$ cat src/rtl/rr_reg_bank_arbiter.sv
// rr_reg_bank_arbiter
// Register bank shared by NREQ write requesters. A round-robin arbiter grants
// at most one write per cycle. An owner may lock the bus for a bounded burst of
// MAX_LOCK writes. Reads are asynchronous, and a write becomes visible only after
// its commit edge.
module rr_reg_bank_arbiter #(
  parameter int NREQ     = 4,
  parameter int WIDTH    = 4,
  parameter int DEPTH    = 4,
  parameter int MAX_LOCK = 4,
  localparam int AW      = $clog2(DEPTH),
  localparam int OW      = $clog2(NREQ),
  localparam int CW      = $clog2(MAX_LOCK + 1)
) (
  input  logic                  clk,
  input  logic                  rst_n,
  input  logic [NREQ-1:0]       req,
  input  logic [NREQ-1:0]       lock,
  input  logic [NREQ*AW-1:0]    wr_addr,
  input  logic [NREQ*WIDTH-1:0] wr_data,
  output logic [NREQ-1:0]       gnt,
  input  logic [AW-1:0]         rd_addr,
  output logic [WIDTH-1:0]      rd_data,
  output logic                  locked,
  output logic [OW-1:0]         owner
);

  typedef enum logic [0:0] {
    ST_ARB    = 1'b0,
    ST_LOCKED = 1'b1
  } state_e;

  state_e             state_q, state_d;
  logic [OW-1:0]      ptr_q, ptr_d;
  logic [OW-1:0]      owner_q, owner_d;
  logic [CW-1:0]      cnt_q, cnt_d;
  logic [WIDTH-1:0]   regs_q [DEPTH];

  logic [NREQ-1:0]    gnt_s;
  logic [OW-1:0]      win_s;
  logic [OW-1:0]      idx_s;
  logic               found_s;
  logic               wr_en_s;
  logic [AW-1:0]      wr_addr_s;
  logic [WIDTH-1:0]   wr_data_s;

  // Successor of a requester index, wrapping NREQ-1 back to 0.
  function automatic logic [OW-1:0] next_idx(input logic [OW-1:0] i);
    if (i == OW'(NREQ - 1)) begin
      return '0;
    end else begin
      return i + OW'(1);
    end
  endfunction

  // Grant selection: owner-only while locked, otherwise first requester from ptr.
  always_comb begin
    gnt_s   = '0;
    win_s   = '0;
    idx_s   = ptr_q;
    found_s = 1'b0;
    if (!rst_n) begin
      gnt_s = '0;
    end else if (state_q == ST_LOCKED) begin
      gnt_s[owner_q] = req[owner_q];
      win_s          = owner_q;
    end else begin
      for (int k = 0; k < NREQ; k++) begin
        if (!found_s && req[idx_s]) begin
          gnt_s[idx_s] = 1'b1;
          win_s        = idx_s;
          found_s      = 1'b1;
        end else begin
          found_s = found_s;
        end
        idx_s = next_idx(idx_s);
      end
    end
  end

  assign wr_en_s   = |(req & gnt_s);
  assign wr_addr_s = wr_addr[int'(win_s)*AW +: AW];
  assign wr_data_s = wr_data[int'(win_s)*WIDTH +: WIDTH];

  // Next-state logic for arbitration pointer, lock ownership and burst count.
  always_comb begin
    state_d = state_q;
    ptr_d   = ptr_q;
    owner_d = owner_q;
    cnt_d   = cnt_q;
    case (state_q)
      ST_ARB: begin
        if (wr_en_s) begin
          if (lock[win_s]) begin
            state_d = ST_LOCKED;
            owner_d = win_s;
            cnt_d   = CW'(1);
          end else begin
            ptr_d = next_idx(win_s);
          end
        end else begin
          ptr_d = ptr_q;
        end
      end
      ST_LOCKED: begin
        // Stay locked only on a write that keeps lock and leaves room in the burst.
        if (wr_en_s && lock[owner_q] && (cnt_q != CW'(MAX_LOCK - 1))) begin
          cnt_d = cnt_q + CW'(1);
        end else begin
          state_d = ST_ARB;
          ptr_d   = next_idx(owner_q);
          owner_d = '0;
          cnt_d   = '0;
        end
      end
      default: begin
        state_d = ST_ARB;
        ptr_d   = '0;
        owner_d = '0;
        cnt_d   = '0;
      end
    endcase
  end

  // Control state registers.
  always_ff @(posedge clk or negedge rst_n) begin
    if (!rst_n) begin
      state_q <= ST_ARB;
      ptr_q   <= '0;
      owner_q <= '0;
      cnt_q   <= '0;
    end else begin
      state_q <= state_d;
      ptr_q   <= ptr_d;
      owner_q <= owner_d;
      cnt_q   <= cnt_d;
    end
  end

  // Register bank: the granted write commits at the clock edge.
  always_ff @(posedge clk or negedge rst_n) begin
    if (!rst_n) begin
      for (int r = 0; r < DEPTH; r++) begin
        regs_q[r] <= '0;
      end
    end else if (wr_en_s) begin
      regs_q[wr_addr_s] <= wr_data_s;
    end
  end

  assign gnt     = gnt_s;
  assign rd_data = regs_q[rd_addr];
  assign locked  = (state_q == ST_LOCKED);
  assign owner   = owner_q;

endmodule

$ cat config.mk
export PLATFORM = sky130hd
export DESIGN_NAME = rr_reg_bank_arbiter
export DESIGN_NICKNAME = d
export VERILOG_FILES = /design/src/rtl/rr_reg_bank_arbiter.sv
export SDC_FILE = /design/constraint.sdc
export NUM_CORES = 1
export LEC_CHECK = 0
export CELL_PAD_IN_SITES_DETAIL_PLACEMENT = 1
export CELL_PAD_IN_SITES_GLOBAL_PLACEMENT = 2
export CORE_UTILIZATION = 25
export DETAILED_ROUTE_END_ITERATION = 6
export PLACE_DENSITY = 0.71
export RECOVER_POWER = 50
export SLEW_MARGIN = 10
export SYNTH_ARGS = -nofsm -noshare
export SYNTH_HDL_FRONTEND = slang
export SYNTH_SLANG_ARGS = --single-unit
export TNS_END_PERCENT = 5
$ cat constraint.sdc
create_clock -name clk -period 9.1 [get_ports clk]
set_clock_uncertainty 0.2 [all_clocks]
set_input_delay 1.82 -clock clk [delete_from_list [all_inputs] [get_ports clk]]
set_output_delay 1.82 -clock clk [all_outputs]
set_load 0.05 [all_outputs]
; Yosys cells after proc, flatten, opt, wreduce, memory -nomap -nowiden
; Cells that the tools add are included.
[totals]
register_bits = 24
latchBits = 0
ram_bits = 0
mem_bits_ro = 0
out_inout_bits = 11
elab_cells = 150
mem_count = 0
[op_classes]
n_addsub = 6
mul = 0
div_mod_pow = 0
n_lt_le_gt_ge = 14
eq_ne = 10
n_shift = 2
muxes = 84
n_bitwise = 8
n_reduce_logical = 18
[op_table]
columns = cell, n
row1 = $mux W4, 15
row2 = $mux W2, 23
row3 = $mux W1, 24
row4 = $lt A2 B3 Y1 const B, 6
row5 = $bwmux W16, 1
row6 = $shiftx A16 B5 Y4, 1
row7 = $bmux W1 S2, 7
row8 = $or A4 B4 Y4, 3
row9 = $logic_and A1 B1 Y1, 11
row10 = $add A2 B1 Y2 const B, 5
row11 = $demux W1 S2, 5
row12 = $eq A2 B2 Y1 const B, 5
row13 = $ge A2 B1 Y1 const B, 5
row14 = $mux W3, 3
row15 = $and A4 B4 Y4, 2
row16 = $bmux W4 S2, 1
row17 = $demux W4 S2, 1
row18 = $ne A2 B2 Y1 const B, 4
row19 = $pmux W2 S2, 2
row20 = $shiftx A8 B4 Y2, 1
row21 = $ge A3 B3 Y1 const B, 2
row22 = $not A2 Y3, 2
row23 = $pmux W3 S2, 1
row24 = $reduce_and A3 Y1, 2
row25 = other kinds (8), 10

; Logic depth before layout (Yosys ltp)
[depth]
word_depth = 27
depth_mapped = 13

; Worst setup path after synthesis
; OpenSTA, ideal clock, no wires.
[synth_path]
path_kind = input to output
start = in req[0]
end = out gnt[2]
arrival_time_ns = 3.945
required_time_ns = 7.080
path_slack_ns = 3.135
stages = 8
n_path_buf = 2
cell_sequence = clkbuf_2 -> mux4_2 -> buf_6 -> nor3_1 -> a222oi_1 -> a21oi_1 -> a21oi_1 -> nor2b_1
[synth_between]
elab_chain_len = 20
[synth_rtl]
columns = element, line_no
row1 = "start, declared", 17  ; input logic [NREQ-1:0] req,
row2 = $bmux W1 S2, 69  ; if (!found_s && req[idx_s]) begin
row3 = $mux W1 (implied by the code), 69
row4 = $mux W1, 69
row5 = $mux W1, 64  ; end else if (state_q == ST_LOCKED) begin
row6 = $mux W1, 62  ; if (!rst_n) begin
row7 = $logic_not A1 Y1, 69
row8 = $logic_and A1 B1 Y1, 69
row9 = $mux W1, 69
row10 = [4 not listed], -
row11 = $mux W1, 69
row12 = $mux W1, 64
row13 = $mux W1, 62
row14 = $logic_not A1 Y1, 69
row15 = $logic_and A1 B1 Y1, 69
row16 = $mux W4, 69
row17 = $mux W4 *, 64
row18 = $mux W4 *, 62
row19 = "end, declared", 21  ; output logic [NREQ-1:0] gnt,
; Every way passes the cells marked *; elsewhere a longest branch is shown, timed or not. The select of a mux whose other input is x is not followed.

; Worst setup path after layout
[layout_path]
start = in req[2]
end = out gnt[0]
; The elaborated chain is that of the path after synthesis.

==> results.md <==
* TNS Setup at 0 ns
* Post-synthesis mux area share at 0.216
* Clk sink count at 24
* Register area at 601 um2
* Critical Path Fanout Max at 16
* 1st-pass router iterations at 4
* Dpl cells at about 420
* RSZ-0062 raised after global routing: no
* Relative slew slack at -0.101
* Period minus WS final at 7.13 ns
* Reg2reg end: regs_q[6]
* FILL cells at 1,125
* Main combinational cell family by area after synthesis: compound AO/OA/AOI/OAI gates
* Total GRT Usage at 0.147
* Yosys Warn Count at 0
* Setup crit start: req[2]
* CTS clk-pin slew, worst paths at 0.09 ns
* Final hold violations at 0
* Final period util at 0.784
* Synth Area in Adders at 0.0600
* Avg Inst Size Synth at 10.1 um2
* Final net count at 335
* Crit path to: gnt[0]
* Mapped Cells at 247
* DRT iter0 DRCs at 44
* Avg Vias per Cell at 5.06
* Worst Path Class, Setup: in2out
* First-pass GRT wire length at between 10,000 and 15,000 um
* Req. time, crit path at between 7 and 8 ns
* ANT nets after route at 0
* Share of cells above drive strength 1 at 0.154
* Routed WL per cell at 17.4 um
* R2R cell count at 10
* Diode count at 0
* Mapped Area at about 0.0025 mm2
* Cell taking the most area after synthesis: dfrtp_1
* Vias at about 2,100
* TritonCTS clock tree: yes
* Worst Path Arrival at 5.11 ns
* XOR/XNOR share of the synthesized area at 0.00350
* DRC at 0
* Initial Util at 0.257
* Setup crit start kind: primary input
* Worst hold path class: reg2reg
* Area of the multi-input gates at ~0.0017 mm2
* Number of synthesized flops with an enable pin at 0
* Dominant cells by area after synthesis: dfrtp_1, mux2i_1, ha_1
* Top cell type's share of synthesized area at 0.240
* Least-Margin Pin Slew at 1.65 ns
* Setup WS post-layout at 1.97 ns
* Max-Cap Viols at 1
* Commonest cells after routing, fill and taps aside: clkdlybuf4s50_1, mux2i_1, inv_1
* Clock tree buffer depth at 2
* Clk Latency, worst-skew pair at ~0.27 ns
* Post-cts resize count at 0
* Leakage at 1.30 nW
* I/O Buffers at between 40 and 50
* R2R setup slack at ~4.5 ns
* Highest clock rate at between 100 and 150 MHz
* Number of H-tree levels at 1
* Die Ht at 102 um
* Die X-Extent at 102 um
* Post-CTS Setup Inserts at 0
* Compound-gate portion of the synthesized area at 0.259
* Root buffer cell: clkbuf_8
* Status: finished with violations
* Final Max Tran Viols at 35
* CORE AREA at 0.00973 mm2
* Power per cell area at 359 mW/mm2
* Place WS at 1.97 ns
* Gpl congestion at approximately 0.8
* Yosys reg bits at 24
* Yosys cell types at 67
* Commonest non-fill, non-tap cell in the layout: clkdlybuf4s50_1
* Critical path endpoint category: output port
* Failing checks: max-capacitance violations, max-slew violations
* Finished Layout Cells at 419
* R2R Path Start: ptr_q[0]
* DIE AREA at between 0.01 and 0.015 mm2
* Gr ovfl total at 0
* # setup viols final at 0
* Peak VDD IR at 0.000135 V
* Asr flop ratio synth at 1.00
* Vias in the first global route at ~2,200
* Number of buffers created by CTS at 3
* Initial antenna violation count at 0
* Io pins at 47
* Dpl hpwl at 5720 um
* Seq/Total Area, Yosys at 0.240
* Area grow syn2layout at 24.7%
* Row cnt at 36
* Hold Buf Count CTS at 0
* Final wirelength at 7300 um
* Synth Area in Simple Gates at 0.147
* Most used DFF post-synth: dfrtp_1
* Syn Nets at between 200 and 300
* Largest net degree at the start of global routing at 35
==> metal layers <==
metal / track usage / vias up / routed length, um
met4: 0.0132 / 0 / 19
met1: 0.218 / 1068 / 3670
li1: - / 1028 / -
met3: 0.0178 / 2 / 122
met5: 0 / - / 0
met2: 0.237 / 21 / 3490
==> per-stage QoR <==
stage,util,instance area (um2),total power (W),hold slack (ns)
floorplan,-,2500,0.000849,0.272
global placement,0.314,3050,0.00103,0.297
detailed placement,0.314,3050,0.00104,0.309
CTS,0.321,3120,0.00114,0.327
global route,0.321,3120,0.00121,0.336
finish,0.321,3120,0.00112,0.322
==> worst max-delay path: stages <==
cell and delay (ns):
clkdlybuf4s50_1 0.74, mux4_2 0.75, nor3_1 0.36, and2_1 0.27, a211oi_1 0.08, o21ai_0 0.15, and2_1 0.14, clkdlybuf4s50_1 0.80
==> power breakdown <==
part / switching, W / total [W] / leakage (nW) / internal (W)
registers: 0.0000531 / 0.000206 / 0.278 / 0.000153
clock network: 0.0000355 / 0.0000943 / 0.0357 / 0.0000588
logic: 0.000489 / 0.000821 / 0.981 / 0.000332
==> cell usage after synthesis (2+ instances only) <==
master / instances
a2111o_1: 2
a211o_2: 2
a211oi_1: 3
a211oi_4: 3
a21boi_0: 2
a21oi_1: 7
a221o_1: 3
a221oi_1: 2
a221oi_2: 2
a222oi_1: 2
a22oi_1: 3
a32oi_1: 2
and2_1: 9
and3_1: 2
buf_2: 3
buf_4: 5
buf_6: 2
dfrtp_1: 24
ha_1: 12
inv_1: 28
mux2_2: 7
mux2i_1: 31
mux4_2: 6
nand2_1: 11
nand2b_1: 2
nand3_1: 8
nand4_2: 2
nor2_1: 3
nor2_2: 2
nor2b_1: 4
nor3_1: 2
nor4_4: 2
o211ai_1: 2
o21ai_0: 8
o21ai_1: 3
o221ai_2: 2
o22ai_1: 2
o2bb2ai_1: 2
o311a_1: 2
==> worst min path at each step <==
stage / startpoint / end / depth (start not counted) / slack, ns
floorplan: cnt_q[0] / cnt_q[0] / 1 / 0.27
global placement: cnt_q[0] / cnt_q[0] / 1 / 0.30
detailed placement: cnt_q[2] / cnt_q[2] / 1 / 0.31
CTS: regs_q[4] / regs_q[4] / 2 / 0.33
global route: cnt_q[0] / cnt_q[0] / 1 / 0.34
finish: regs_q[4] / regs_q[4] / 2 / 0.32
==> registers in the layout, summed over array words and instances, names as in the netlist <==
name	cells
cnt_q	3
locked	1
owner	2
ptr_q	2
regs_q	16
==> final cells by class <==
class | instances | share of cell area
Multi-Input combinational cell | 183 | 0.549
Timing Repair Buffer | 47 | 0.149
Clock buffer | 3 | 0.0132
Clock inverter | 1 | 0.00962
Inverter | 28 | 0.0337
Tap cell | 133 | 0.0533
Sequential cell | 24 | 0.192
==> kinds of logic (layout without fill, tap and decap cells) <==
family | after synthesis | in the layout
compound gates | 70 | 70
simple gates | 55 | 55
buf+inv | 40 | 79
flops | 24 | 24
fa+ha+maj | 12 | 12
mux | 45 | 45
xor+xnor | 1 | 1
Power figures use the tool's default switching activity.
